## config.mk

```make
export PLATFORM = sky130hd
export DESIGN_NAME = multi_cycle_processor
export DESIGN_NICKNAME = d
export VERILOG_FILES = /design/src/rtl/multi_cycle_processor.sv
export SDC_FILE = /design/constraint.sdc
export NUM_CORES = 2
export LEC_CHECK = 0
export ABC_AREA = 0
export CORE_ASPECT_RATIO = 1.1
export CORE_UTILIZATION = 54
export DETAILED_ROUTE_END_ITERATION = 10
export GPL_TIMING_DRIVEN = 1
export PLACE_DENSITY = 0.8
export SLEW_MARGIN = 20
export SYNTH_ARGS = -nofsm -noshare
export SYNTH_HDL_FRONTEND = slang
export SYNTH_SLANG_ARGS = --single-unit
```

## constraint.sdc

```tcl
create_clock -name clock -period 14.8 [get_ports clock]
set_clock_uncertainty 0.05 [all_clocks]
set_input_delay 2.22 -clock clock [delete_from_list [all_inputs] [get_ports clock]]
set_output_delay 2.22 -clock clock [all_outputs]
set_load 0.005 [all_outputs]
```

## src/rtl/multi_cycle_processor.sv

```systemverilog
// Multi-cycle RV-subset core: one instruction walks FETCH/DECODE/EXEC/MEM/WB
// through a single shared req/ready memory port, parking in HALT on faults.
module multi_cycle_processor #(
  parameter int unsigned       XLEN      = 64,
  parameter logic [XLEN-1:0]   RESET_PC  = '0,
  parameter int unsigned       REG_COUNT = 32
) (
  input  logic            clock,
  input  logic            reset_n,
  output logic            mem_req,
  output logic            mem_we,
  output logic [XLEN-1:0] mem_addr,
  output logic [XLEN-1:0] mem_wdata,
  input  logic [XLEN-1:0] mem_rdata,
  input  logic            mem_ready,
  output logic [XLEN-1:0] pc_out,
  output logic            retire,
  output logic            halted
);

  localparam int unsigned RIDX_W  = $clog2(REG_COUNT);
  localparam int unsigned ALIGN_W = (XLEN == 64) ? 3 : 2;
  localparam logic [2:0]  LS_F3   = (XLEN == 64) ? 3'd3 : 3'd2;

  localparam logic [6:0] OP_R     = 7'h33;
  localparam logic [6:0] OP_IMM   = 7'h13;
  localparam logic [6:0] OP_LOAD  = 7'h03;
  localparam logic [6:0] OP_STORE = 7'h23;
  localparam logic [6:0] OP_BR    = 7'h63;
  localparam logic [6:0] OP_JAL   = 7'h6F;

  localparam logic [2:0] S_FETCH  = 3'd0;
  localparam logic [2:0] S_DECODE = 3'd1;
  localparam logic [2:0] S_EXEC   = 3'd2;
  localparam logic [2:0] S_MEM    = 3'd3;
  localparam logic [2:0] S_WB     = 3'd4;
  localparam logic [2:0] S_HALT   = 3'd5;

  logic [2:0]      state, next_state;
  logic [XLEN-1:0] pc, a, b, imm, res;
  logic [31:0]     ir;
  logic [XLEN-1:0] rf [REG_COUNT];

  logic [6:0] opcode, funct7;
  logic [2:0] funct3;
  logic [4:0] rd, rs1, rs2;
  logic       is_r, is_imm, is_load, is_store, is_branch, is_jal;

  assign opcode = ir[6:0];
  assign rd     = ir[11:7];
  assign funct3 = ir[14:12];
  assign rs1    = ir[19:15];
  assign rs2    = ir[24:20];
  assign funct7 = ir[31:25];

  assign is_r      = (opcode == OP_R);
  assign is_imm    = (opcode == OP_IMM);
  assign is_load   = (opcode == OP_LOAD);
  assign is_store  = (opcode == OP_STORE);
  assign is_branch = (opcode == OP_BR);
  assign is_jal    = (opcode == OP_JAL);

  logic [XLEN-1:0] imm_c, alu_c, addr_c, target_c, pc_plus4_c;
  logic            taken_c, legal_c, r_legal_c, ls_misaligned_c, target_misaligned_c;

  // Only the listed funct combinations are implemented; everything else (incl. ecall) halts.
  assign r_legal_c = is_r && (((funct7 == 7'h00) && ((funct3 == 3'd0) || (funct3 == 3'd2) ||
                                                     (funct3 == 3'd6) || (funct3 == 3'd7))) ||
                              ((funct7 == 7'h20) && (funct3 == 3'd0)));
  assign legal_c = r_legal_c
                || (is_imm && (funct3 == 3'd0))
                || ((is_load || is_store) && (funct3 == LS_F3))
                || (is_branch && ((funct3 == 3'd0) || (funct3 == 3'd1)))
                || is_jal;

  always_comb begin
    imm_c = {{(XLEN-12){ir[31]}}, ir[31:20]};
    case (opcode)
      OP_STORE: imm_c = {{(XLEN-12){ir[31]}}, ir[31:25], ir[11:7]};
      OP_BR:    imm_c = {{(XLEN-13){ir[31]}}, ir[31], ir[7], ir[30:25], ir[11:8], 1'b0};
      OP_JAL:   imm_c = {{(XLEN-21){ir[31]}}, ir[31], ir[19:12], ir[20], ir[30:21], 1'b0};
      default:  ;
    endcase
  end

  always_comb begin
    alu_c = a + imm;
    if (is_r) begin
      case ({funct7[5], funct3})
        4'b1_000: alu_c = a - b;
        4'b0_111: alu_c = a & b;
        4'b0_110: alu_c = a | b;
        4'b0_010: alu_c = XLEN'($signed(a) < $signed(b));
        default:  alu_c = a + b;
      endcase
    end
  end

  assign addr_c              = a + imm;
  assign target_c            = pc + imm;
  assign pc_plus4_c          = pc + XLEN'(4);
  assign taken_c             = (funct3 == 3'd0) ? (a == b) : (a != b);
  assign ls_misaligned_c     = |addr_c[ALIGN_W-1:0];
  assign target_misaligned_c = |target_c[1:0];

  always_ff @(posedge clock or negedge reset_n) begin
    if (!reset_n) state <= S_FETCH;
    else          state <= next_state;
  end

  always_comb begin
    next_state = state;
    retire     = 1'b0;
    case (state)
      S_FETCH:  if (mem_ready) next_state = S_DECODE;
      S_DECODE: next_state = legal_c ? S_EXEC : S_HALT;
      S_EXEC: begin
        if (is_load || is_store) begin
          next_state = ls_misaligned_c ? S_HALT : S_MEM;
        end else if (is_branch) begin
          if (taken_c && target_misaligned_c) begin
            next_state = S_HALT;
          end else begin
            next_state = S_FETCH;
            retire     = 1'b1;
          end
        end else if (is_jal) begin
          next_state = target_misaligned_c ? S_HALT : S_WB;
        end else begin
          next_state = S_WB;
        end
      end
      S_MEM: begin
        if (mem_ready) begin
          if (is_load) begin
            next_state = S_WB;
          end else begin
            next_state = S_FETCH;
            retire     = 1'b1;
          end
        end
      end
      S_WB: begin
        next_state = S_FETCH;
        retire     = 1'b1;
      end
      S_HALT:  next_state = S_HALT;
      default: next_state = S_HALT;
    endcase
  end

  // Datapath; a faulting branch/jal leaves pc on the offending instruction.
  always_ff @(posedge clock or negedge reset_n) begin
    if (!reset_n) begin
      pc  <= RESET_PC;
      ir  <= '0;
      a   <= '0;
      b   <= '0;
      imm <= '0;
      res <= '0;
      for (int i = 0; i < REG_COUNT; i++) rf[RIDX_W'(i)] <= '0;
    end else begin
      case (state)
        S_FETCH: if (mem_ready) ir <= mem_rdata[31:0];
        S_DECODE: begin
          a   <= rf[rs1[RIDX_W-1:0]];
          b   <= rf[rs2[RIDX_W-1:0]];
          imm <= imm_c;
        end
        S_EXEC: begin
          if (is_branch) begin
            if (!(taken_c && target_misaligned_c)) pc <= taken_c ? target_c : pc_plus4_c;
          end else if (is_jal) begin
            if (!target_misaligned_c) pc <= target_c;
            res <= pc_plus4_c;
          end else if (is_load || is_store) begin
            res <= addr_c;
          end else begin
            res <= alu_c;
          end
        end
        S_MEM: begin
          if (mem_ready) begin
            if (is_load) res <= mem_rdata;
            else         pc  <= pc_plus4_c;
          end
        end
        S_WB: begin
          if (rd != 5'd0) rf[rd[RIDX_W-1:0]] <= res;
          if (!is_jal) pc <= pc_plus4_c;
        end
        default: ;
      endcase
    end
  end

  // Request is gated by reset so an abandoned transfer drops without waiting for a clock.
  assign mem_req   = reset_n && ((state == S_FETCH) || (state == S_MEM));
  assign mem_we    = (state == S_MEM) && is_store;
  assign mem_addr  = (state == S_MEM) ? res : pc;
  assign mem_wdata = b;
  assign pc_out    = pc;
  assign halted    = (state == S_HALT);

endmodule
```

==> impl_metrics.csv <==
group,metric,value,unit
cts,clkLatencyLatePin,0.94,ns
cts,cts_tree,"built",
worst_setup_path,critical_path_arrival,5.05,ns
global_route,overflow,0,
routing,top_layer_used,"met5",
sta,tightest_slew,1.25,ns
routing,wl_met1,166,mm
cts,cts_sinks,2360,
sta,relSlewSlack,16.8,%
sta,rsz0062_at_grt,"no",
worst_hold_path,hold_class,"reg -> reg",
worst_setup_path,rrSetupSlack,9.14,ns
worst_hold_path,min_to,"rf[2041]",
sta,fmax,137,MHz
global_route,grt_pass1_wl,692,mm
synth,synthDistinctLibCells,89,
pwr,fin_total_pwr,29800,uW
floorplan,die_w,474,um
synth,yosys_register_bits,2360,
cts,cts_made_buffers,234,
sta,tns,0,ns
synth,synth_edf_count,1024,
worst_setup_path,r2r-end,"res[60]",
cts,ctsResizeCount,0,
cts,root_buffer,"clkbuf_16",
routing,drc_errors,0,
layout,nets,9812,
sta,period_share,49.5,%
sta,hold_viol,0,
worst_setup_path,reg2reg_depth,15,
routing,dr_wl_met3,63.1,mm
worst_hold_path,hold_start,"rf[2041]",
routing,vias,95700,
routing,routedWlPerCell,37.5,um
synth,syn_avg_cell_area,13.9,um2
placement,dp_hpwl,309,mm
floorplan,dieArea,247000,um2
floorplan,initial_utilization,54.3,%
worst_setup_path,criticalPathCategory,"reg -> out",
worst_hold_path,whs_path_depth,0,
outcome,status,"complete, no violations",
synth,yosysMostFrequentCell,"dfrtp_1",
floorplan,core_area,244000,um2
placement,portBuffers,262,
global_route,grtUsageTotal,39.0,%
synth,yosysTopAreaCell,"dfrtp_1",
routing,routed-wl-met2,215,mm
worst_setup_path,critPathRequiredTime,12.53,ns
routing,first_pass_iters,8,
layout,syn_to_final_growth,10.4,%
global_route,grt_pass1_vias,95400,
synth,synth_nets,9895,
cts,path_clk_slew,0.07,ns
global_route,grt_max_degree,173,
run,cap_violations,0,
cts,htree_levels,4,
synth,async_flop_share,56.6,%
pwr,power_density,203,nW/um2
pwr,p_leak,0.0553,uW
sta,setup_viol,0,
floorplan,ioPinCount,263,
synth,ys.flop_type,"dfrtp_1",
routing,totalWireLength,484,mm
synth,synth_top_cell_area_share,25.2,%
cts,postCtsSetupBuffers,0,
sta,post-route-min-period,7.32,ns
routing,postRouteAntennaNets,0,
synth,syn_inst,9505,
routing,vias_per_cell,7.42,
synth,synthTopCellsByArea,"dfrtp_1 25%, edfxtp_1 23%, mux4_2 22%",
global_route,antenna_found_initial,36,
worst_setup_path,path_max_fanout,15,
synth,ys_warn_count,0,
synth,seq_area_frac_synth,48.4,%
floorplan,chipHeight,522,um
worst_setup_path,start_kind,"flip-flop",
floorplan,rows,190,
synth,netlist_top_cells_count,"1,336 x dfrtp_1, 1,280 x mux4_2, 1,024 x edfxtp_1",
cts,cts_hold_buf,0,
layout,drive_above_1_share,31.2,%
placement,place.gp.congestion,1.05,
worst_setup_path,worstSetupStartpoint,"a[22]",
worst_setup_path,cp-end-kind,"output pin",
sta,slew_viol_final,0,
synth,synth_area,133000,um2
pwr,ir_drop,0.143,mV
routing,first_iter_violations,14800,
worst_setup_path,r2r_start,"a[0]",
cts,cts_buffer_depth,4,
report_power, final:
| part | internal (uW) | total [uW] | switching, uW |
|---|---|---|---|
| clock network | 3480 | 6210 | 2730 |
| logic | 5930 | 14600 | 8630 |
| registers | 7690 | 9000 | 1310 |
| total | 17100 | 29800 | 12700 |
worst max-delay path, cell delays in order (launching register included):
cell	delay (ns)
dfrtp_1	0.43
inv_1	0.07
ha_1	0.50
nor4_1	0.50
nand4_1	0.27
nor3_1	0.59
nand4_1	0.21
xor2_1	0.41
o21ai_0	0.16
nand2_1	0.12
o22ai_1	0.10
nand2_1	0.11
nand2_1	0.12
clkdlybuf4s50_1	0.50
kinds of logic after synthesis:
logic type,Yosys count,synth area share [%]
multiplexers,2415,31.3
flip-flops,2360,48.4
AO/OA/AOI/OAI,1675,7.82
AND/OR/NAND/NOR,1470,5.07
buffers and inverters,1066,3.05
adder cells (fa/ha/maj),323,3.07
XOR/XNOR,196,1.30
area by class of cell:
| type | count | area [um2] |
|---|---|---|
| well taps | 3264 | 4080 |
| fillers | 17700 | 97600 |
| multi-input cells | 6079 | 64700 |
| clock buffers | 295 | 6320 |
| inverters | 263 | 987 |
| flip-flops and latches | 2360 | 64200 |
| diodes | 17 | 42.5 |
| clock inverters | 136 | 1460 |
| repair buffers | 484 | 4510 |
through the flow:
| stage | instances | util (%) | area, um2 | setup slack, ns | hold WS [ns] |
|---|---|---|---|---|---|
| 2_1_floorplan | 9505 | - | 133000 | 7.26 | 0.391 |
| 3_3_place_gp | 12400 | 56.7 | 138000 | 8.43 | 0.326 |
| 3_5_place_dp | 12400 | 56.8 | 138000 | 8.28 | 0.333 |
| 4_1_cts | 12900 | 60.0 | 146000 | 7.58 | 0.348 |
| 5_1_grt | 12900 | 60.0 | 146000 | 7.24 | 0.360 |
| 6_report | 12900 | 60.0 | 146000 | 7.48 | 0.344 |
placed cells by master, fill, tap and decap left out, types with 123 or more instances in the layout:
master	Yosys	routed
a21oi_1	657	657
buf_4	0	206
clkbuf_16	0	236
clkdlybuf4s50_1	0	261
dfrtp_1	1336	1306
edfxtp_1	1024	1024
ha_1	319	319
inv_1	261	261
mux2_2	998	998
mux2i_1	137	137
mux4_2	1280	1280
nand2_1	466	454
nor2_1	488	468
o21ai_0	303	303
xnor2_1	123	123
worst max path at each step:
stage / to
after CTS: retire
after detailed placement: rf[1194]
after global placement: rf[2026]
after floorplan: rf[1000]
after global routing: retire
final: retire
state kept, by name, summed over array words and instances (netlist names):
signal,flops
rf,2048
mem_wdata,64
ir,32
pc_out,64
imm,21
a,64
state,3
res,64
per-layer routing:
layer	global-route usage [%]	vias up
met5	0	-
met4	25.9	36
met3	11.3	1840
met2	57.8	7826
met1	50.1	48900
li1	-	37000
No activity file was read; power rests on OpenSTA's default activity.
